[src/rtl/adc_share_sched.sv]
`default_nettype none
// ============================================================================
// Module   : adc_share_sched
// Brief    : Round-robin sharing of one serial 8-channel 12-bit ADC between
//            N_REQ requesters, with priming frames for the ADC's one-frame lag.
// Revision : 1.0 - initial release
// ============================================================================
module adc_share_sched #(
    parameter int N_REQ    = 3,
    parameter int HALF_DIV = 10
) (
    input  logic               clk_50,
    input  logic               rst_n,
    input  logic [N_REQ-1:0]   req,
    input  logic [3*N_REQ-1:0] req_ch,
    output logic [N_REQ-1:0]   ack,
    output logic [11:0]        res_data,
    output logic               busy,
    output logic               adc_cs_n,
    output logic               adc_sck,
    output logic               din,
    input  logic               dout
);

    localparam int RR_W   = (N_REQ > 1) ? $clog2(N_REQ) : 1;
    localparam int SUM_W  = RR_W + 1;
    localparam int IDX2_W = (N_REQ > 1) ? $clog2(2 * N_REQ) : 1;
    localparam int CNT_W  = (HALF_DIV > 1) ? $clog2(HALF_DIV) : 1;
    localparam logic [CNT_W-1:0] CNT_LAST = CNT_W'(HALF_DIV - 1);

    typedef enum logic [2:0] {
        ST_IDLE  = 3'd0,
        ST_SETUP = 3'd1,
        ST_SHIFT = 3'd2,
        ST_HOLD  = 3'd3,
        ST_GAP   = 3'd4
    } state_t;

    state_t             state_q, state_d;
    logic [CNT_W-1:0]   cnt_q, cnt_d;
    logic [3:0]         bit_q, bit_d;
    logic               cs_n_q, cs_n_d;
    logic               sck_q, sck_d;
    logic               din_q, din_d;
    logic [11:0]        shreg_q, shreg_d;
    logic [11:0]        res_q, res_d;
    logic [N_REQ-1:0]   ack_q, ack_d;
    logic               busy_q, busy_d;
    logic [RR_W-1:0]    rr_q, rr_d;
    logic [RR_W-1:0]    gnt_q, gnt_d;
    logic [2:0]         gch_q, gch_d;
    logic [2:0]         last_addr_q, last_addr_d;
    logic               addr_valid_q, addr_valid_d;
    logic               prime_q, prime_d;

    logic [2*N_REQ-1:0] w_req2;
    logic [IDX2_W-1:0]  w_rr_ext;
    logic [N_REQ-1:0]   w_rot;
    logic               w_found;
    logic [RR_W-1:0]    w_off;
    logic [SUM_W-1:0]   w_sum;
    logic [RR_W-1:0]    w_gnt;
    logic [2:0]         w_gch;
    logic [RR_W-1:0]    w_rr_next;
    logic               w_cnt_done;

    // Address bits 2..4 carry the channel MSB-first; every other bit is zero.
    function automatic logic din_bit(input logic [3:0] b, input logic [2:0] ch);
        if (b == 4'd2) return ch[2];
        if (b == 4'd3) return ch[1];
        if (b == 4'd4) return ch[0];
        return 1'b0;
    endfunction

    // Rotate requests so the search always starts at rr, then map back.
    assign w_req2   = {req, req};
    assign w_rr_ext = IDX2_W'(rr_q);
    assign w_rot    = w_req2[w_rr_ext +: N_REQ];

    always_comb begin
        w_found = 1'b0;
        w_off   = '0;
        for (int i = N_REQ - 1; i >= 0; i--) begin
            if (w_rot[i]) begin
                w_found = 1'b1;
                w_off   = RR_W'(i);
            end
        end
    end

    assign w_sum = SUM_W'(rr_q) + SUM_W'(w_off);
    assign w_gnt = (w_sum >= SUM_W'(N_REQ)) ? RR_W'(w_sum - SUM_W'(N_REQ)) : RR_W'(w_sum);

    always_comb begin
        w_gch = '0;
        for (int i = 0; i < N_REQ; i++) begin
            if (w_gnt == RR_W'(i)) begin
                w_gch = req_ch[3*i +: 3];
            end
        end
    end

    assign w_rr_next  = (gnt_q == RR_W'(N_REQ - 1)) ? '0 : gnt_q + RR_W'(1);
    assign w_cnt_done = (cnt_q == CNT_LAST);

    always_comb begin
        state_d      = state_q;
        cnt_d        = cnt_q;
        bit_d        = bit_q;
        cs_n_d       = cs_n_q;
        sck_d        = sck_q;
        din_d        = din_q;
        shreg_d      = shreg_q;
        res_d        = res_q;
        ack_d        = '0;
        busy_d       = busy_q;
        rr_d         = rr_q;
        gnt_d        = gnt_q;
        gch_d        = gch_q;
        last_addr_d  = last_addr_q;
        addr_valid_d = addr_valid_q;
        prime_d      = prime_q;

        case (state_q)
            ST_IDLE: begin
                if (w_found) begin
                    state_d = ST_SETUP;
                    cnt_d   = '0;
                    cs_n_d  = 1'b0;
                    busy_d  = 1'b1;
                    gnt_d   = w_gnt;
                    gch_d   = w_gch;
                    prime_d = !(addr_valid_q && (last_addr_q == w_gch));
                end
            end

            ST_SETUP: begin
                if (w_cnt_done) begin
                    state_d = ST_SHIFT;
                    cnt_d   = '0;
                    bit_d   = 4'd0;
                    sck_d   = 1'b0;
                    din_d   = din_bit(4'd0, gch_q);
                end else begin
                    cnt_d = cnt_q + CNT_W'(1);
                end
            end

            ST_SHIFT: begin
                if (!w_cnt_done) begin
                    cnt_d = cnt_q + CNT_W'(1);
                end else begin
                    cnt_d = '0;
                    if (!sck_q) begin
                        // Rising sck edge: the ADC has held dout since the fall.
                        sck_d = 1'b1;
                        if (bit_q >= 4'd4) begin
                            shreg_d = {shreg_q[10:0], dout};
                        end
                    end else if (bit_q == 4'd15) begin
                        state_d = ST_HOLD;
                    end else begin
                        bit_d = bit_q + 4'd1;
                        sck_d = 1'b0;
                        din_d = din_bit(bit_q + 4'd1, gch_q);
                    end
                end
            end

            ST_HOLD: begin
                if (w_cnt_done) begin
                    state_d      = ST_GAP;
                    cnt_d        = '0;
                    cs_n_d       = 1'b1;
                    din_d        = 1'b0;
                    last_addr_d  = gch_q;
                    addr_valid_d = 1'b1;
                    if (!prime_q) begin
                        res_d = shreg_q;
                        rr_d  = w_rr_next;
                        for (int i = 0; i < N_REQ; i++) begin
                            ack_d[i] = (gnt_q == RR_W'(i));
                        end
                    end
                end else begin
                    cnt_d = cnt_q + CNT_W'(1);
                end
            end

            ST_GAP: begin
                if (!prime_q && (cnt_q == '0)) begin
                    busy_d = 1'b0;
                end
                if (w_cnt_done) begin
                    cnt_d = '0;
                    if (prime_q) begin
                        prime_d = 1'b0;
                        state_d = ST_SETUP;
                        cs_n_d  = 1'b0;
                    end else begin
                        state_d = ST_IDLE;
                    end
                end else begin
                    cnt_d = cnt_q + CNT_W'(1);
                end
            end

            default: begin
                state_d = ST_IDLE;
                cs_n_d  = 1'b1;
                sck_d   = 1'b1;
            end
        endcase
    end

    always_ff @(posedge clk_50) begin
        if (!rst_n) begin
            state_q      <= ST_IDLE;
            cnt_q        <= '0;
            bit_q        <= 4'd0;
            cs_n_q       <= 1'b1;
            sck_q        <= 1'b1;
            din_q        <= 1'b0;
            shreg_q      <= '0;
            res_q        <= '0;
            ack_q        <= '0;
            busy_q       <= 1'b0;
            rr_q         <= '0;
            gnt_q        <= '0;
            gch_q        <= '0;
            last_addr_q  <= '0;
            addr_valid_q <= 1'b0;
            prime_q      <= 1'b0;
        end else begin
            state_q      <= state_d;
            cnt_q        <= cnt_d;
            bit_q        <= bit_d;
            cs_n_q       <= cs_n_d;
            sck_q        <= sck_d;
            din_q        <= din_d;
            shreg_q      <= shreg_d;
            res_q        <= res_d;
            ack_q        <= ack_d;
            busy_q       <= busy_d;
            rr_q         <= rr_d;
            gnt_q        <= gnt_d;
            gch_q        <= gch_d;
            last_addr_q  <= last_addr_d;
            addr_valid_q <= addr_valid_d;
            prime_q      <= prime_d;
        end
    end

    assign ack      = ack_q;
    assign res_data = res_q;
    assign busy     = busy_q;
    assign adc_cs_n = cs_n_q;
    assign adc_sck  = sck_q;
    assign din      = din_q;

endmodule
`default_nettype wire

[config.mk]
export PLATFORM = sky130hd
export DESIGN_NAME = adc_share_sched
export DESIGN_NICKNAME = d
export VERILOG_FILES = /design/src/rtl/adc_share_sched.sv
export SDC_FILE = /design/constraint.sdc
export NUM_CORES = 1
export LEC_CHECK = 0
export CORE_ASPECT_RATIO = 1.5
export CORE_MARGIN = 4
export CORE_UTILIZATION = 35
export DETAILED_ROUTE_END_ITERATION = 10
export PLACE_DENSITY = 0.51
export SLEW_MARGIN = 40
export SYNTH_ARGS = -nofsm -noshare
export SYNTH_HDL_FRONTEND = slang
export SYNTH_SLANG_ARGS = --single-unit
[constraint.sdc]
create_clock -name clk_50 -period 8.3 [get_ports clk_50]
set_clock_uncertainty 0.15 [all_clocks]
set_input_delay 1.245 -clock clk_50 [delete_from_list [all_inputs] [get_ports clk_50]]
set_output_delay 1.245 -clock clk_50 [all_outputs]
set_load 0.02 [all_outputs]
==> results_dict.tcl, run 1 <==
set metrics [dict create \
    run_status "finished, final reports clean" \
    synth_area_leaders "dfxtp_1 (38%), mux2i_1 (12%), nor2b_1 (9.1%)" \
    ir_drop_mv 0.113 \
    hold_class "reg2reg" \
    rsz0062_at_grt "no" \
    worst_pin_slew_ns 0.543 \
    fin_cells 443 \
    post-cts-setup-buffer-count 0 \
    period_needed_ns 4.59 \
    cts_sinks 54 \
    cp_slowest_cell "fa_1" \
    track_usage 0.134 \
    core_sq_um 8010 \
    clk-insertion-delay-late_ns 0.29 \
    start_util 0.359 \
    synth_top_cell_by_area "dfxtp_1" \
    gp_congestion 0.757 \
    grt_pass1_wl_um 10600 \
    port_buffers 33 \
    critPathCaptureType "flop" \
    drtIter0Drc 60 \
    critPathMaxFanout 7 \
    drc 0 \
    rr_endpoint "prime_q" \
    hold_ws_ns 0.300 \
    yosysSeqAreaShare 0.376 \
    routed_via_density 4.99 \
    grt_pass1_vias 2161 \
    rows 40 \
    synth_cell_types 60 \
    cts_buffers 5 \
    finalSetupTns_ns 0 \
    die_area_sq_um 9760 \
    finalHoldViolCount 0 \
    async_flop_share 0 \
    fin_nets 361 \
    max_freq_mhz 218 \
    syn_nets 331 \
    finalMaxSlewViolations 0 \
    total_power_mw 0.591 \
    fin_area_sq_um 3490 \
    timing.critical_path.buf_inv 2 \
    max_cap_violations 0 \
    p_leak_nw 1.27 \
    placedCellCount 435 \
    path_class "in2reg" \
    tritoncts "yes" \
    whs_path_depth 2 \
    min_from "din" \
    final_util 0.435 \
    met2_usage 0.224 \
    drive_above_1_share 0.0592 \
    combPwrFrac 0.088 \
    cts_buffer_depth 2 \
    critPathMaxStageDelay_ns 0.66 \
    cts_root_buffer "clkbuf_16" \
    n_fill_cell 834 \
    slew_headroom 0.637 \
    placed_cell_area_sq_um 3290 \
    netlist_area_sq_um 2880 \
    cp_top_family "compound AO/OA/AOI/OAI gates" \
    num_antenna_cells 0 \
    postCtsHoldBufs 0 \
    p_switching_mw 0.127 \
    antenna_found_initial 0 \
    p_int_mw 0.464 \
    final.period_utilization 0.553 \
    start_kind "input pin" \
    post_cts_resized 0 \
    synthCells 307 \
    use_met3 0.0250 \
    drtAntennaViolNets 0 \
    synth_common_cells "dfxtp_1 (54), nor2b_1 (42), mux2i_1 (34)" \
    ys_ff_latch 54 \
    grt-ovfl-total 0 \
    crit_chain "clkdlybuf4s50_1 -> nor2b_1 -> nand2_1 -> o21ai_0 -> a22o_1 -> a22oi_1 -> fa_1 -> inv_1 -> ha_1 -> nand2b_1 -> a211o_1 -> a32oi_1 -> mux2i_1 -> a31oi_1" \
    yosys_warnings 0 \
    setup_slack_ns 3.71 \
    reg2regPathDepth 13 \
    avgSynthCellArea_sq_um 9.37 \
    reg2reg_from "rr_q[0]" \
    synth-edff-count 0 \
    dieWidth_um 82.0 \
    met1_usage 0.170 \
    grt.busiest_layer "met2" \
    arrival_ns 4.61 \
    clkPwrFrac 0.453 \
    synth_top_area_frac 0.376 \
    clk_transition_reported_paths_ns 0.07 \
    routed_wirelength_um 6100 \
    htree_levels 2 \
    yosysMostFrequentCell "dfxtp_1" \
    grt_max_degree 35 \
    vias 2209 \
    setup_violations 0 \
    synth_ff_type "dfxtp_1" \
    r2r_slack_ns 4.86 \
    pin_count 34 \
    swShare 0.215 \
    whs_endpoint "din" \
    hpwl_um 4460 \
    fp.dieH_um 119 \
    syn2layout_area_growth_pct 21.2 \
    powerDensity_nw_per_um2 169 \
    worstPathRequired_ns 8.32 \
    wl_per_cell_um 13.8 \
    dr.pass1.iters 4 \
    dpl_worst_slack_ns 3.44 \
    power_frac_seq 0.459 \
]
[metal layers]
layer	vias up	share of wire	routed length, um
li1	1150	-	-
met1	1006	0.45	2750
met2	42	0.49	3010
met3	11	0.033	204
met4	0	0.022	136
met5	-	0	0
[worst max path at each step]
stage | slack, ns | startpoint | end | depth (start not counted)
CTS | 3.72 | req[2] | prime_q | 14
detailed placement | 3.44 | req[2] | prime_q | 14
floorplan | 4.26 | req[0] | prime_q | 15
global placement | 3.50 | req[2] | prime_q | 14
global route | 3.32 | req[2] | prime_q | 14
finish | 3.71 | req[2] | prime_q | 14
[power by group through the flow]
stage,sequential [mW],combinational (mW),clock (mW)
4_1_cts,0.271,0.0530,0.277
3_3_place_gp,0.277,0.0527,0
2_1_floorplan,0.275,0.0355,0
5_1_grt,0.272,0.0579,0.289
3_5_place_dp,0.277,0.0526,0
6_report,0.271,0.0521,0.268
[layout make-up]
type | instances | area [sq um] | share of cell area
inverter | 12 | 45.0 | 0.0129
timing repair buffer | 36 | 357 | 0.102
clock inverter | 3 | 68.8 | 0.0197
multi-input combinational | 228 | 1680 | 0.481
tap | 105 | 131 | 0.0377
sequential | 54 | 1080 | 0.310
clock buffer | 5 | 125 | 0.0359
[sequential cells by signal, summed over array words and instances, names as in the netlist]
register,cells
ack,3
adc_cs_n,1
adc_sck,1
addr_valid_q,1
bit_q,4
busy,1
cnt_q,4
din,1
gch_q,3
gnt_q,2
last_addr_q,3
prime_q,1
res_data,12
rr_q,2
shreg_q,12
state_q,3
[worst register-to-register path, delay by kind of cell, from the launching register on]
kind / cells / cell delay, ns
buffers and inverters: 2 / 0.15
muxes: 1 / 0.24
DFF: 1 / 0.38
adders and majority gates: 3 / 1.01
AOI/OAI and AO/OA: 5 / 0.95
and+or+nand+nor: 2 / 0.44
[cell usage in the layout (no fill, tap or decap), types with 4 or more instances in the layout]
cell              n
nand3b_1          4
nor2_1           17
nor2b_1          42
dfxtp_1          54
clkdlybuf4s50_1  33
ha_1              8
a21oi_1           7
o21a_1            5
clkbuf_16         5
nand3_1           6
nand2_1          17
mux2i_1          34
inv_1            12
o21ai_0           7
xor2_1            4
nor3_1            5
nand2b_1          5
or3_1             4
[cells by family after synthesis]
group	share of synthesized area
adders and majority gates	0.0418
xor gates and xnor gates	0.0183
buffers and inverters	0.0405
DFF	0.376
muxes	0.126
AOI/OAI and AO/OA	0.135
and+or+nand+nor	0.262
Note: power is estimated with default switching activity, not from simulation.
==> inputs of run 2 (changes only) <==
Clock period 8.3 ns to 4.8 ns, I/O delays scaled along.
==> run 2 against run 1 <==
  * Global-route usage rose by 0.18 points
  * Register-to-register slack got worse by 3.5 ns
  * Clock power rose by 74%
  * Highest routed layer unchanged
  * Largest power group unchanged
==> results_dict.tcl, run 2 (synthesized netlist as in run 1, its figures left out) <==
set metrics [dict create \
    run_status "finished, final reports clean" \
    post-cts-setup-buffer-count 0 \
    routed_wirelength_um 6120 \
    final_common_cell "dfxtp_1" \
    finalSetupTns_ns 0 \
    p_leak_nw 1.27 \
    setup_violations 0 \
    max_freq_mhz 246 \
    drtIter0Drc 84 \
    start_util 0.359 \
    die_area_sq_um 9760 \
    hold_class "reg2reg" \
    antenna_found_initial 0 \
    syn2layout_area_growth_pct 21.2 \
    cp_top_family "compound AO/OA/AOI/OAI gates" \
    final.period_utilization 0.848 \
    dr.pass1.iters 5 \
    rows 40 \
    tritoncts "yes" \
    n_fill_cell 823 \
    num_antenna_cells 0 \
    placed_cell_area_sq_um 3290 \
    vias 2221 \
    grt_max_degree 35 \
    finalHoldViolCount 0 \
    hpwl_um 4420 \
    pin_count 34 \
    start_kind "input pin" \
    arrival_ns 4.08 \
    worstPathRequired_ns 4.81 \
    drive_above_1_share 0.0592 \
    grt_pass1_vias 2159 \
    hold_ws_ns 0.301 \
    fin_area_sq_um 3490 \
    post_cts_resized 0 \
    slew_headroom 0.636 \
    powerDensity_nw_per_um2 294 \
    final-seq-area_sq_um 1080 \
    setup_slack_ns 0.732 \
    cp_slowest_cell "fa_1" \
    multiInputGateArea_sq_um 1680 \
    critPathMaxFanout 7 \
    rsz0062_at_grt "no" \
    fin_cells 443 \
    drtAntennaViolNets 0 \
    htree_levels 2 \
    dieWidth_um 82.0 \
    critPathMaxStageDelay_ns 0.65 \
    gp_congestion 0.756 \
    clk-insertion-delay-late_ns 0.29 \
    worst_pin_slew_ns 0.545 \
    finalMaxSlewViolations 0 \
    fin_nets 361 \
    placedCellCount 435 \
    grt-ovfl-total 0 \
    path_class "in2reg" \
    final_cell_mix "dfxtp_1 (54), nor2b_1 (42), mux2i_1 (34)" \
    crit_chain "clkdlybuf4s50_1 -> nor2b_1 -> nand2_1 -> o21ai_0 -> a22o_1 -> a22oi_1 -> fa_1 -> inv_1 -> ha_1 -> nand2b_1 -> a311o_1 -> a22oi_1 -> xor2_1 -> a31oi_1" \
    cts_buffer_depth 2 \
    fp.dieH_um 119 \
    clk_transition_reported_paths_ns 0.06 \
    grt_pass1_wl_um 10600 \
    final_util 0.435 \
    port_buffers 33 \
    cp_common_cell "a22oi_1" \
    max_cap_violations 0 \
    period_needed_ns 4.07 \
    timing.critical_path.buf_inv 2 \
    cts_sinks 54 \
    postCtsHoldBufs 0 \
    wl_per_cell_um 13.8 \
    ir_drop_mv 0.173 \
    track_usage 0.136 \
    total_power_mw 1.02 \
    critPathCaptureType "flop" \
    core_sq_um 8010 \
    drc 0 \
    routed_via_density 5.01 \
    cts_buffers 5 \
    cts_root_buffer "clkbuf_16" \
    dpl_worst_slack_ns 0.448 \
]
-- run 2: cell counts in the layout (fill, tap and decap cells not counted) --
Identical to the previous run, type by type.
-- run 2: path summary, 6_finish.rpt --
kind / from / endpoint / slack (ns) / cells after the start
setup / recovery: req[2] / prime_q / 0.73 / 14
hold / removal: din / din / 0.30 / 2
setup reg to reg: rr_q[0] / prime_q / 1.38 / 13
hold reg to reg: din / din / 0.30 / 2
-- run 2: power by group --
part	switching, mW	leakage (nW)	total, mW	internal (mW)
logic	0.0442	0.734	0.0899	0.0457
clock network	0.166	0.0940	0.465	0.300
registers	0.0120	0.437	0.469	0.457
total	0.222	1.27	1.02	0.802
-- run 2: layer usage --
| layer | vias up | part of all wire | global-route usage |
|---|---|---|---|
| li1 | 1140 | - | - |
| met3 | 7 | 0.040 | 0.0265 |
| met5 | - | 0 | 0 |
| met1 | 1029 | 0.46 | 0.174 |
| met2 | 45 | 0.49 | 0.227 |
| met4 | 0 | 0.013 | 0.0374 |
-- run 2: area by class of cell --
cell class | instances | area share
clock buffer | 5 | 0.0359
clock inverter | 3 | 0.0197
inverter | 12 | 0.0129
multi-input combinational | 228 | 0.481
sequential | 54 | 0.310
tap | 105 | 0.0377
timing repair buffer | 36 | 0.102
-- run 2: tightest hold or removal path: stages (launching register included) --
cell,delay (ns)
dfxtp_1,0.31
nand2_1,0.05
a21boi_1,0.05
==> inputs of run 3 (changes only) <==
Clock period 4.8 ns to 3.76 ns, I/O delays scaled along.
==> run 3 against run 2 <==
  * Clock power rose by 11%
  * Non-clock buffer count rose by 17
  * Sequential power rose by 28%
  * Die area did not move
  * Highest routed layer unchanged
  * Register-to-register slack got worse by 0.74 ns
  * Clock-buffer cell count did not move
  * Final cell count rose by 3.8%
  * Final area rose by 3.8%
  * Sequential share of layout area fell by 1.1 points
==> results_dict.tcl, run 3 (synthesized netlist as in run 1, its figures left out) <==
set metrics [dict create \
    num_antenna_cells 0 \
    placedCellCount 452 \
    drtAntennaViolNets 0 \
    clk_transition_reported_paths_ns 0.07 \
    cts_sinks 54 \
    antenna_found_initial 0 \
    run_status "finished, final reports clean" \
    hold_class "reg2reg" \
    drive_above_1_share 0.118 \
    grt-ovfl-total 0 \
    hpwl_um 4620 \
    finalHoldViolCount 0 \
    wl_per_cell_um 13.7 \
    n_fill_cell 813 \
    final-seq-area_sq_um 1080 \
    max_freq_mhz 284 \
    grt_pass1_vias 2242 \
    port_buffers 33 \
    track_usage 0.137 \
    fp.dieH_um 119 \
    start_util 0.359 \
    worstPathRequired_ns 3.83 \
    drc 0 \
    total_power_mw 1.25 \
    multiInputGateArea_sq_um 1710 \
    cts_root_buffer "clkbuf_16" \
    dieWidth_um 82.0 \
    critPathCaptureType "flop" \
    final_cell_mix "dfxtp_1 (54), nor2b_1 (41), mux2i_1 (34)" \
    critPathMaxStageDelay_ns 0.59 \
    syn2layout_area_growth_pct 25.9 \
    die_area_sq_um 9760 \
    critPathMaxFanout 6 \
    final_common_cell "dfxtp_1" \
    period_needed_ns 3.52 \
    max_cap_violations 0 \
    cts_buffer_depth 2 \
    routed_wirelength_um 6290 \
    placed_cell_area_sq_um 3420 \
    clk-insertion-delay-late_ns 0.29 \
    drtIter0Drc 93 \
    powerDensity_nw_per_um2 345 \
    tritoncts "yes" \
    finalSetupTns_ns 0 \
    crit_chain "clkdlybuf4s50_1 -> nor2b_2 -> nand2_1 -> o21ai_0 -> a22o_1 -> a22oi_1 -> fa_1 -> inv_1 -> ha_4 -> buf_4 -> and3b_1 -> o221ai_1 -> a22oi_2 -> xor2_1 -> a31oi_1" \
    dr.pass1.iters 4 \
    timing.critical_path.buf_inv 3 \
    grt_max_degree 24 \
    final.period_utilization 0.937 \
    fin_nets 378 \
    finalMaxSlewViolations 0 \
    cp_top_family "compound AO/OA/AOI/OAI gates" \
    slew_headroom 0.552 \
    fin_cells 460 \
    arrival_ns 3.59 \
    rsz0062_at_grt "no" \
    rows 40 \
    worst_pin_slew_ns 0.670 \
    path_class "in2reg" \
    routed_via_density 4.99 \
    gp_congestion 0.748 \
    htree_levels 2 \
    cts_buffers 5 \
    setup_violations 0 \
    p_leak_nw 1.34 \
    start_kind "input pin" \
    grt_pass1_wl_um 10700 \
    fin_area_sq_um 3620 \
    core_sq_um 8010 \
    pin_count 34 \
    cp_slowest_cell "clkdlybuf4s50_1" \
    ir_drop_mv 0.264 \
    vias 2294 \
]
run 3: worst register-to-register path: stages, from the launching register on:
cell      delay (ns)
dfxtp_1         0.47
nand2b_1        0.15
o21ai_0         0.08
a22o_1          0.23
a22oi_1         0.24
fa_1            0.47
inv_1           0.13
ha_4            0.16
buf_4           0.10
and3b_1         0.20
o221ai_1        0.23
a22oi_2         0.13
xor2_1          0.15
a31oi_1         0.15
run 3: path summary, 6_finish.rpt:
check                           slack [ns]    start  cells after the start  endpoint
worst max register to register        0.64  rr_q[0]                     13   prime_q
worst max-delay path                  0.24   req[1]                     15   prime_q
worst min-delay path                  0.30      din                      2       din
worst min register to register        0.30      din                      2       din
run 3: layer usage:
layer  wire (um)  track usage
met1        2790        0.164
met2        3210        0.236
met3         212       0.0295
met4          77       0.0478
met5           0            0
run 3: power by group:
part	internal, mW	switching, mW
clock	0.312	0.206
combinational	0.0706	0.0609
sequential	0.583	0.0158
run 3: what timing repair did:
item                                    4_1_cts  5_1_grt
resized for setup                             0        6
hold buffers                                  0        0
setup buffers                                 0        0
endpoints found under the setup margin        0        3
run 3: area by class of cell:
cell class	count	area share
tap	105	0.0363
sequential	54	0.299
inverter	12	0.0124
clock buffer	5	0.0346
timing repair buffer	53	0.134
clock inverter	3	0.0111
multi-input combinational	228	0.473
run 3: per-stage QoR:
stage | worst slack [ns] | util | hold slack (ns)
after floorplan | 0.401 | - | 0.298
after global placement | -0.138 | 0.425 | 0.285
after detailed placement | -0.160 | 0.427 | 0.294
after CTS | 0.120 | 0.448 | 0.304
after global routing | 0.0000284 | 0.452 | 0.342
final | 0.237 | 0.452 | 0.301
